<file path="src/rtl/rx_front_end_if.sv">
// rx_front_end_if: serial line input and receive-datapath strobes of the UART receive front end
interface rx_front_end_if;
  logic RX_IN;
  logic sample_out_reg;
  logic SIPO_EN;
  logic PAR_CHECK_EN;
  logic STOP_CHECK_EN;
  logic RX_CHECK_EN;
  logic start_glitch;
  logic busy;
  modport master (
    input  RX_IN,
    output sample_out_reg, SIPO_EN, PAR_CHECK_EN, STOP_CHECK_EN, RX_CHECK_EN, start_glitch, busy
  );
  modport slave (
    output RX_IN,
    input  sample_out_reg, SIPO_EN, PAR_CHECK_EN, STOP_CHECK_EN, RX_CHECK_EN, start_glitch, busy
  );
endinterface

</file>
<file path="src/rtl/rx_front_end.sv">
// rx_front_end: oversampling UART receive front end with start qualification, 2-of-3 mid-bit vote and datapath strobes
module rx_front_end #(
  parameter int DATA_WIDTH = 4,
  parameter int PRESCALE   = 8
) (
  input logic           clk,
  input logic           rst,
  rx_front_end_if.master bus
);
  localparam int EW = $clog2(PRESCALE);
  localparam int BW = DATA_WIDTH > 1 ? $clog2(DATA_WIDTH) : 1;
  localparam logic [EW-1:0] E_LAST = EW'(PRESCALE - 1);
  localparam logic [EW-1:0] E_S0   = EW'(PRESCALE / 2 - 1);
  localparam logic [EW-1:0] E_S1   = EW'(PRESCALE / 2);
  localparam logic [EW-1:0] E_S2   = EW'(PRESCALE / 2 + 1);
  localparam logic [EW-1:0] E_STOP = EW'(PRESCALE / 2 + 2);
  localparam logic [BW-1:0] B_LAST = BW'(DATA_WIDTH - 1);
  typedef enum logic [2:0] {IDLE, START, DATA, PARITY, STOP, CHECK} state_t;
  state_t state, state_nx;
  logic [EW-1:0] edge_cnt;
  logic [BW-1:0] bit_cnt;
  logic armed;
  logic [1:0] smp;
  logic run, run_nx, bit_end, vote, hit;
  logic sipo_d, par_d, stop_d, glitch_d;
  logic sample_q, sipo_q, par_q, stop_q, glitch_q;
  assign run     = state inside {START, DATA, PARITY, STOP};
  assign run_nx  = state_nx inside {START, DATA, PARITY, STOP};
  assign bit_end = edge_cnt == E_LAST;
  // third vote sample is the live line during the last capture cycle
  assign vote    = (smp[0] & smp[1]) | (bus.RX_IN & (smp[0] | smp[1]));
  always_ff @(posedge clk or negedge rst)
    if (!rst) state <= IDLE;
    else      state <= state_nx;
  always_comb begin
    state_nx = state;
    case (state)
      IDLE:    state_nx = armed && !bus.RX_IN ? START : IDLE;
      START:   state_nx = edge_cnt == E_S2 && vote ? IDLE : bit_end ? DATA : START;
      DATA:    state_nx = bit_end && bit_cnt == B_LAST ? PARITY : DATA;
      PARITY:  state_nx = bit_end ? STOP : PARITY;
      STOP:    state_nx = edge_cnt == E_STOP ? CHECK : STOP;
      CHECK:   state_nx = IDLE;
      default: state_nx = IDLE;
    endcase
  end
  always_comb begin
    hit      = run && edge_cnt == E_S2;
    sipo_d   = hit && state == DATA;
    par_d    = hit && state == PARITY;
    stop_d   = hit && state == STOP;
    glitch_d = hit && state == START && vote;
  end
  always_ff @(posedge clk or negedge rst)
    if (!rst) begin
      edge_cnt <= '0;
      bit_cnt  <= '0;
      armed    <= 1'b0;
      smp      <= 2'b11;
    end else begin
      edge_cnt <= run && run_nx && !bit_end ? edge_cnt + 1'b1 : '0;
      bit_cnt  <= state != DATA ? '0 : bit_end ? bit_cnt + 1'b1 : bit_cnt;
      // a line that has not been seen high since the last frame cannot start a new one
      armed    <= state == IDLE && state_nx == IDLE ? armed | bus.RX_IN : 1'b0;
      smp[0]   <= edge_cnt == E_S0 ? bus.RX_IN : smp[0];
      smp[1]   <= edge_cnt == E_S1 ? bus.RX_IN : smp[1];
    end
  always_ff @(posedge clk or negedge rst)
    if (!rst) begin
      sample_q <= 1'b1;
      sipo_q   <= 1'b0;
      par_q    <= 1'b0;
      stop_q   <= 1'b0;
      glitch_q <= 1'b0;
    end else begin
      sample_q <= hit ? vote : sample_q;
      sipo_q   <= sipo_d;
      par_q    <= par_d;
      stop_q   <= stop_d;
      glitch_q <= glitch_d;
    end
  assign bus.sample_out_reg = sample_q;
  assign bus.SIPO_EN        = sipo_q;
  assign bus.PAR_CHECK_EN   = par_q;
  assign bus.STOP_CHECK_EN  = stop_q;
  assign bus.RX_CHECK_EN    = state == CHECK;
  assign bus.start_glitch   = glitch_q;
  assign bus.busy           = state != IDLE;
endmodule

</file>
<file path="src/flat_wrapper.sv">
// flat-port wrapper written by rule: the top's interface ports become plain ports
module rx_front_end_flat 
#(
  parameter int DATA_WIDTH = 4,
  parameter int PRESCALE   = 8
)
  (clk, rst, bus_RX_IN, bus_sample_out_reg, bus_SIPO_EN, bus_PAR_CHECK_EN, bus_STOP_CHECK_EN, bus_RX_CHECK_EN, bus_start_glitch, bus_busy);
  rx_front_end_if bus_i ();
  input logic clk;
  input logic rst;
  input wire logic [$bits(bus_i.RX_IN)-1:0] bus_RX_IN;
  output wire logic [$bits(bus_i.sample_out_reg)-1:0] bus_sample_out_reg;
  output wire logic [$bits(bus_i.SIPO_EN)-1:0] bus_SIPO_EN;
  output wire logic [$bits(bus_i.PAR_CHECK_EN)-1:0] bus_PAR_CHECK_EN;
  output wire logic [$bits(bus_i.STOP_CHECK_EN)-1:0] bus_STOP_CHECK_EN;
  output wire logic [$bits(bus_i.RX_CHECK_EN)-1:0] bus_RX_CHECK_EN;
  output wire logic [$bits(bus_i.start_glitch)-1:0] bus_start_glitch;
  output wire logic [$bits(bus_i.busy)-1:0] bus_busy;
  assign bus_i.RX_IN = bus_RX_IN;
  assign bus_sample_out_reg = bus_i.sample_out_reg;
  assign bus_SIPO_EN = bus_i.SIPO_EN;
  assign bus_PAR_CHECK_EN = bus_i.PAR_CHECK_EN;
  assign bus_STOP_CHECK_EN = bus_i.STOP_CHECK_EN;
  assign bus_RX_CHECK_EN = bus_i.RX_CHECK_EN;
  assign bus_start_glitch = bus_i.start_glitch;
  assign bus_busy = bus_i.busy;
  rx_front_end #(.DATA_WIDTH(DATA_WIDTH), .PRESCALE(PRESCALE)) u_core (.clk(clk), .rst(rst), .bus(bus_i));
endmodule
</file>
<file path="config.mk">
export PLATFORM = sky130hd
export DESIGN_NAME = rx_front_end_flat
export DESIGN_NICKNAME = d
export VERILOG_FILES = /design/src/rtl/rx_front_end_if.sv /design/src/rtl/rx_front_end.sv /design/src/flat_wrapper.sv
export SDC_FILE = /design/constraint.sdc
export NUM_CORES = 1
export LEC_CHECK = 0
export CORE_ASPECT_RATIO = 0.5
export CORE_MARGIN = 1
export CORE_UTILIZATION = 30
export DETAILED_ROUTE_END_ITERATION = 6
export GPL_TIMING_DRIVEN = 0
export HOLD_SLACK_MARGIN = 0.06
export PLACE_DENSITY = 0.47
export SLEW_MARGIN = 10
export SYNTH_ARGS = -nofsm -noshare
export SYNTH_HDL_FRONTEND = slang
export SYNTH_SLANG_ARGS = --single-unit
</file>
<file path="constraint.sdc">
create_clock -name clk -period 1.89 [get_ports clk]
set_input_delay 0.378 -clock clk [delete_from_list [all_inputs] [get_ports clk]]
set_output_delay 0.378 -clock clk [all_outputs]
set_load 0.005 [all_outputs]
</file>
# Word level (Yosys, flattened, before mapping)
# Cells that the tools add are included.
# classes
add_sub_neg,2
n_mul,0
div,0
order_cmp,0
eq_ne,16
shift,0
mux,11
n_bitwise,5
reduce_logical,20
# op_table
cell,n
"equality test 3 bit, second input constant",7
"equality test 3 x 2 -> 1 bit, second input constant",5
case mux 3 bit (5 select lines),1
logical AND 1 bit,12
2-to-1 mux 3 bit,3
nonzero test 4 bit,2
"equality test 3 x 1 -> 1 bit, second input constant",2
logical NOT 3 bit,2
2-to-1 mux 2 bit,3
2-to-1 mux 1 bit,4
"adder 3 x 1 -> 3 bit, second input constant",1
"!= test 3 x 2 -> 1 bit, second input constant",1
OR 1 bit,3
nonzero test 3 bit,1
"adder 2 x 1 -> 2 bit, second input constant",1
bitwise AND 1 bit,2
"equality test 2 bit, second input constant",1
logical NOT 1 bit,2
nonzero test 2 bit,1
# totals
regBits,16
latch_bits,0
ram_bits,0
rom_bits,0
in_bits,3
memories,0

# Depth between registers and ports, before layout
# depth
depth_word,11
depth_mapped,8

# Worst setup path before layout
# No wires, ideal clock.
# synth_timing
path_kind,reg-to-reg
startpoint,register u_core.edge_cnt[0]
endpoint,register u_core.edge_cnt[1]
setup_time_ps,122
arrival_time_ps,1623
required_time_ps,1768
setup_slack_ps,145
stages_incl_launch_ff,8
path_buffers,1
period_less_slack_ps,1745
cell_sequence,dfrtp_1 > ha_1 > ha_1 > buf_2 > nand3b_1 > a21oi_1 > a211oi_2 > a2111oi_1
# synth_via
elab_chain_len,9
word_cells_on_any_way,21
cone_classes,1 x add/sub; 7 x eq/ne; 7 x mux; 6 x reduce/logical
# synth_rtl
element,line,source
from (decl),rx_front_end.sv:20,logic [EW-1:0] edge_cnt;
from (signal assigned),rx_front_end.sv:61,edge_cnt <= run && run_nx && !bit_end ? edge_cnt + 1'b1 : '0;
"equality test 3 bit, on equally long branches","rx_front_end.sv:29, rx_front_end.sv:39",
"2-to-1 mux 2 bit, or another cell as far along",rx_front_end.sv:39,START: state_nx = edge_cnt == E_S2 && vote ? IDLE : bit_end ? DATA : START;
2-to-1 mux 3 bit or 2-to-1 mux 1 bit (tied branches),"rx_front_end.sv:39, rx_front_end.sv:40",
case mux 3 bit (5 select lines),rx_front_end.sv:37,case (state)
"equality test 3 x 1 -> 1 bit, or another cell as far along",rx_front_end.sv:28,"assign run_nx = state_nx inside {START, DATA, PARITY, STOP};"
nonzero test 4 bit,rx_front_end.sv:28,
logical AND 1 bit (2 in a row),rx_front_end.sv:61,
2-to-1 mux 3 bit (*),rx_front_end.sv:61,
# Every way passes the cells marked *; elsewhere a longest branch is shown, timed or not.
# A chain may end at the register's enable or synchronous reset.

# Final worst setup path
# layout_timing
startpoint,register u_core.state[2]
endpoint,output port bus_busy
# layout_via
elab_chain_len,1
# layout_rtl
element,line,source
from (decl),rx_front_end.sv:19,"state_t state, state_nx;"
from (signal assigned),rx_front_end.sv:34,else state <= state_nx;
nonzero test 3 bit,rx_front_end.sv:88,assign bus.busy = state != IDLE;
to (decl),flat_wrapper.sv:18,output wire logic [$bits(bus_i.busy)-1:0] bus_busy;
# Every way passes these cells.

==> out/qor.txt <==
R2R depth: 8
Worst r2r src: u_core.edge_cnt[1]$_DFF_PN0_
Largest registers: u_core.edge_cnt: 3 flops, u_core.state: 3 flops
Number of max-cap violations: 0
Top-area cell type share of the netlist area: 37.6%
Maximum clock frequency: 0.545 GHz
Fin util: 43.9%
Area leader, netlist: dfrtp_1
GP Congestion: 0.768
Crit-path max FO: 10
HP Class: reg -> reg
Avg WL per Cell: 14.3 um
Placed Cells incl. Taps: 126
Synth top area cells: dfrtp_1 (38%), ha_1 (10%), dfstp_2 (9.1%)
FP Rows: 13
Largest stage delay, worst path: 0.39 ns
Worst EP required: 1.51 ns
Mean post-synth cell area: 10.8 um^2
FF+latch count, synth: 16
Mapped Cells: 80
Pleak: 0.000499 uW
Ports: 10
Via count: 661
Worst-Skew Late Latency: 0.25 ns
Die area: 3120 um^2
Core Area: 2670 um^2
FF-to-FF End: u_core.armed$_DFF_PN0_
Final WL: 1930 um
Worst-path clk slew: 0.07 ns
Pins Over Slew Limit: 0
Net Count, Synth: 90
Synth cell types: 32
Antenna Nets Post-Route: 0
GRT Total Usage: 12.7%
R2R setup slack: 0.07 ns
Mux cell area share after synthesis: 3.76%
Top-count cell post-synth: dfrtp_1
Final Hold Viols: 0
Initial antenna violation count: 0
Worst path slowest cell: dfrtp_1
PortBufs: 9
Initial detailed-routing violation count: 64
Hold Startpoint: u_core.bus.sample_out_reg$_DFFE_PN1P_
Post-synth ARST share: 100%
Fin crit share: 97.0%
Die H: 40.0 um
Initial Util: 32.5%
Grt total ovfl: 0
Worst setup SP type: flip-flop
Hold worst-path end: u_core.bus.sample_out_reg$_DFFE_PN1P_
Crit. End Element: output pin
Clock Root Buffer: clkbuf_8
Ant diodes: 0
Synth Area in Simple Gates: 18.5%
EDFF count, synth: 0
CTS H-tree depth: 1
Drt first pass iters: 2
Die W: 78.0 um
Register area share after synthesis: 46.7%
Finished Layout Cells: 135
Area Overhead vs Synth: 35.4%
Post-Synth XOR/XNOR Area: 1.01%
Clock skew: 0.00212 ns
Relative slew slack: 50.4%
Mapped Area: 866 um^2
Number of global-route vias before repair: 608
Worst path depth: 3
Yosys warnings: 0
DRC Markers: 0
CTS sink count: 16
Maximum vdd drop: 0.321 mV
# setup viols final: 0
CP arrival: 1.46 ns
CTS tree: built
Vias/cell: 4.90
Nets: 109
Outcome: finished clean
Main combinational cell family by area after synthesis: simple AND/OR/NAND/NOR gates
Min Tclk post-route: 1.83 ns
Synth cell count leaders: dfrtp_1 (13), nor2_1 (8), ha_1 (7), nand2_1 (7), inv_1 (5)
Pwr dens: 1130 nW/um^2
RSZ-0062 raised after global routing: yes
Crit path buf inv count: 2
Worst path top cell family by delay: buffers and inverters
Pin count of the biggest net entering global routing: 17
Crit-path cells: buf_4, or3_4, dlygate4sd2_1
Compound-Gate Fraction of Synth Area: 12.3%
CTS Buf Count: 3
WHS Path Cells: 2
Worst slew pin tran: 0.742 ns
Synth Area in Adders: 11.4%
First-pass GRT wire length: 2850 um
Hold slack: 0.506 ns
Setup TNS: 0 ns
DP HPWL: 1270 um
Commonest register cell after synthesis: dfrtp_1
Share of layout cells above drive strength 1: 36.7%
CTS max path bufs: 2
Crit path kind: reg -> out
## cell usage in the layout (no fill, tap or decap), types with 3 or more instances in the layout
master	count
ha_1	5
dfrtp_1	12
clkdlybuf4s50_1	6
nor2_1	8
buf_6	3
inv_1	4
clkbuf_8	4
dfstp_2	3
a2111oi_2	3
o21ai_0	3
nand2_1	7
buf_4	5
## power breakdown
| part | switching (uW) | internal [uW] |
|---|---|---|
| combinational | 273 | 249 |
| clock | 126 | 185 |
| sequential | 49.5 | 438 |
## logic make-up (layout without fill, tap and decap cells)
family,count (synthesis),count (layout)
and+or+nand+nor,28,28
DFF,16,16
adders and majority gates,8,8
xor gates and xnor gates,1,1
muxes,3,3
AOI/OAI and AO/OA,14,14
buffers and inverters,10,28
## what timing repair did
item | in CTS | in global routing
resized for setup | 10 | 10
endpoints found under the setup margin | 6 | 5
pin swaps | 1 | 3
cloned | 0 | 1
hold buffers | 0 | 0
setup buffers | 2 | 2
## cell type report
cell class,count,area (um^2)
fillers,278,1500
multi-input cells,54,473
flip-flops and latches,16,405
repair buffers,14,129
clock buffers,4,55.1
well taps,37,46.3
plain buffers,4,41.3
inverters,6,22.5
## routing by layer
metal  GRT usage, %  vias up  part of all wire (%)
li1               -      317                     -
met1           16.5      333                    52
met2           20.8       11                    45
met3           4.77        0                   3.2
met4           2.78        0                     0
met5              0        -                     0
## worst max path at each step
stage	start	slack, ns	to
after floorplan	u_core.edge_cnt[0]$_DFF_PN0_	0.15	u_core.edge_cnt[1]$_DFF_PN0_
after global placement	bus_RX_IN	-0.26	u_core.edge_cnt[2]$_DFF_PN0_
after detailed placement	bus_RX_IN	-0.30	u_core.edge_cnt[2]$_DFF_PN0_
after CTS	u_core.edge_cnt[0]$_DFF_PN0_	-0.03	u_core.armed$_DFF_PN0_
after global routing	u_core.edge_cnt[1]$_DFF_PN0_	-0.03	u_core.edge_cnt[2]$_DFF_PN0_
final	u_core.state[2]$_DFF_PN0_	0.06	bus_busy
## tightest hold or removal path, cell delays in order (launching register included)
cell	delay, ns
dfstp_2	0.37
o21ai_0	0.05
o21ai_0	0.08
## metrics by stage
stage / setup WS [ns] / area (um^2) / total power, uW
global route: -0.0308 / 1170 / 1400
finish: 0.0565 / 1170 / 1320
CTS: -0.0259 / 1110 / 1290
floorplan: 0.145 / 866 / 777
detailed placement: -0.300 / 1000 / 911
global placement: -0.259 / 1000 / 894
Note: power is estimated with default switching activity, not from simulation.
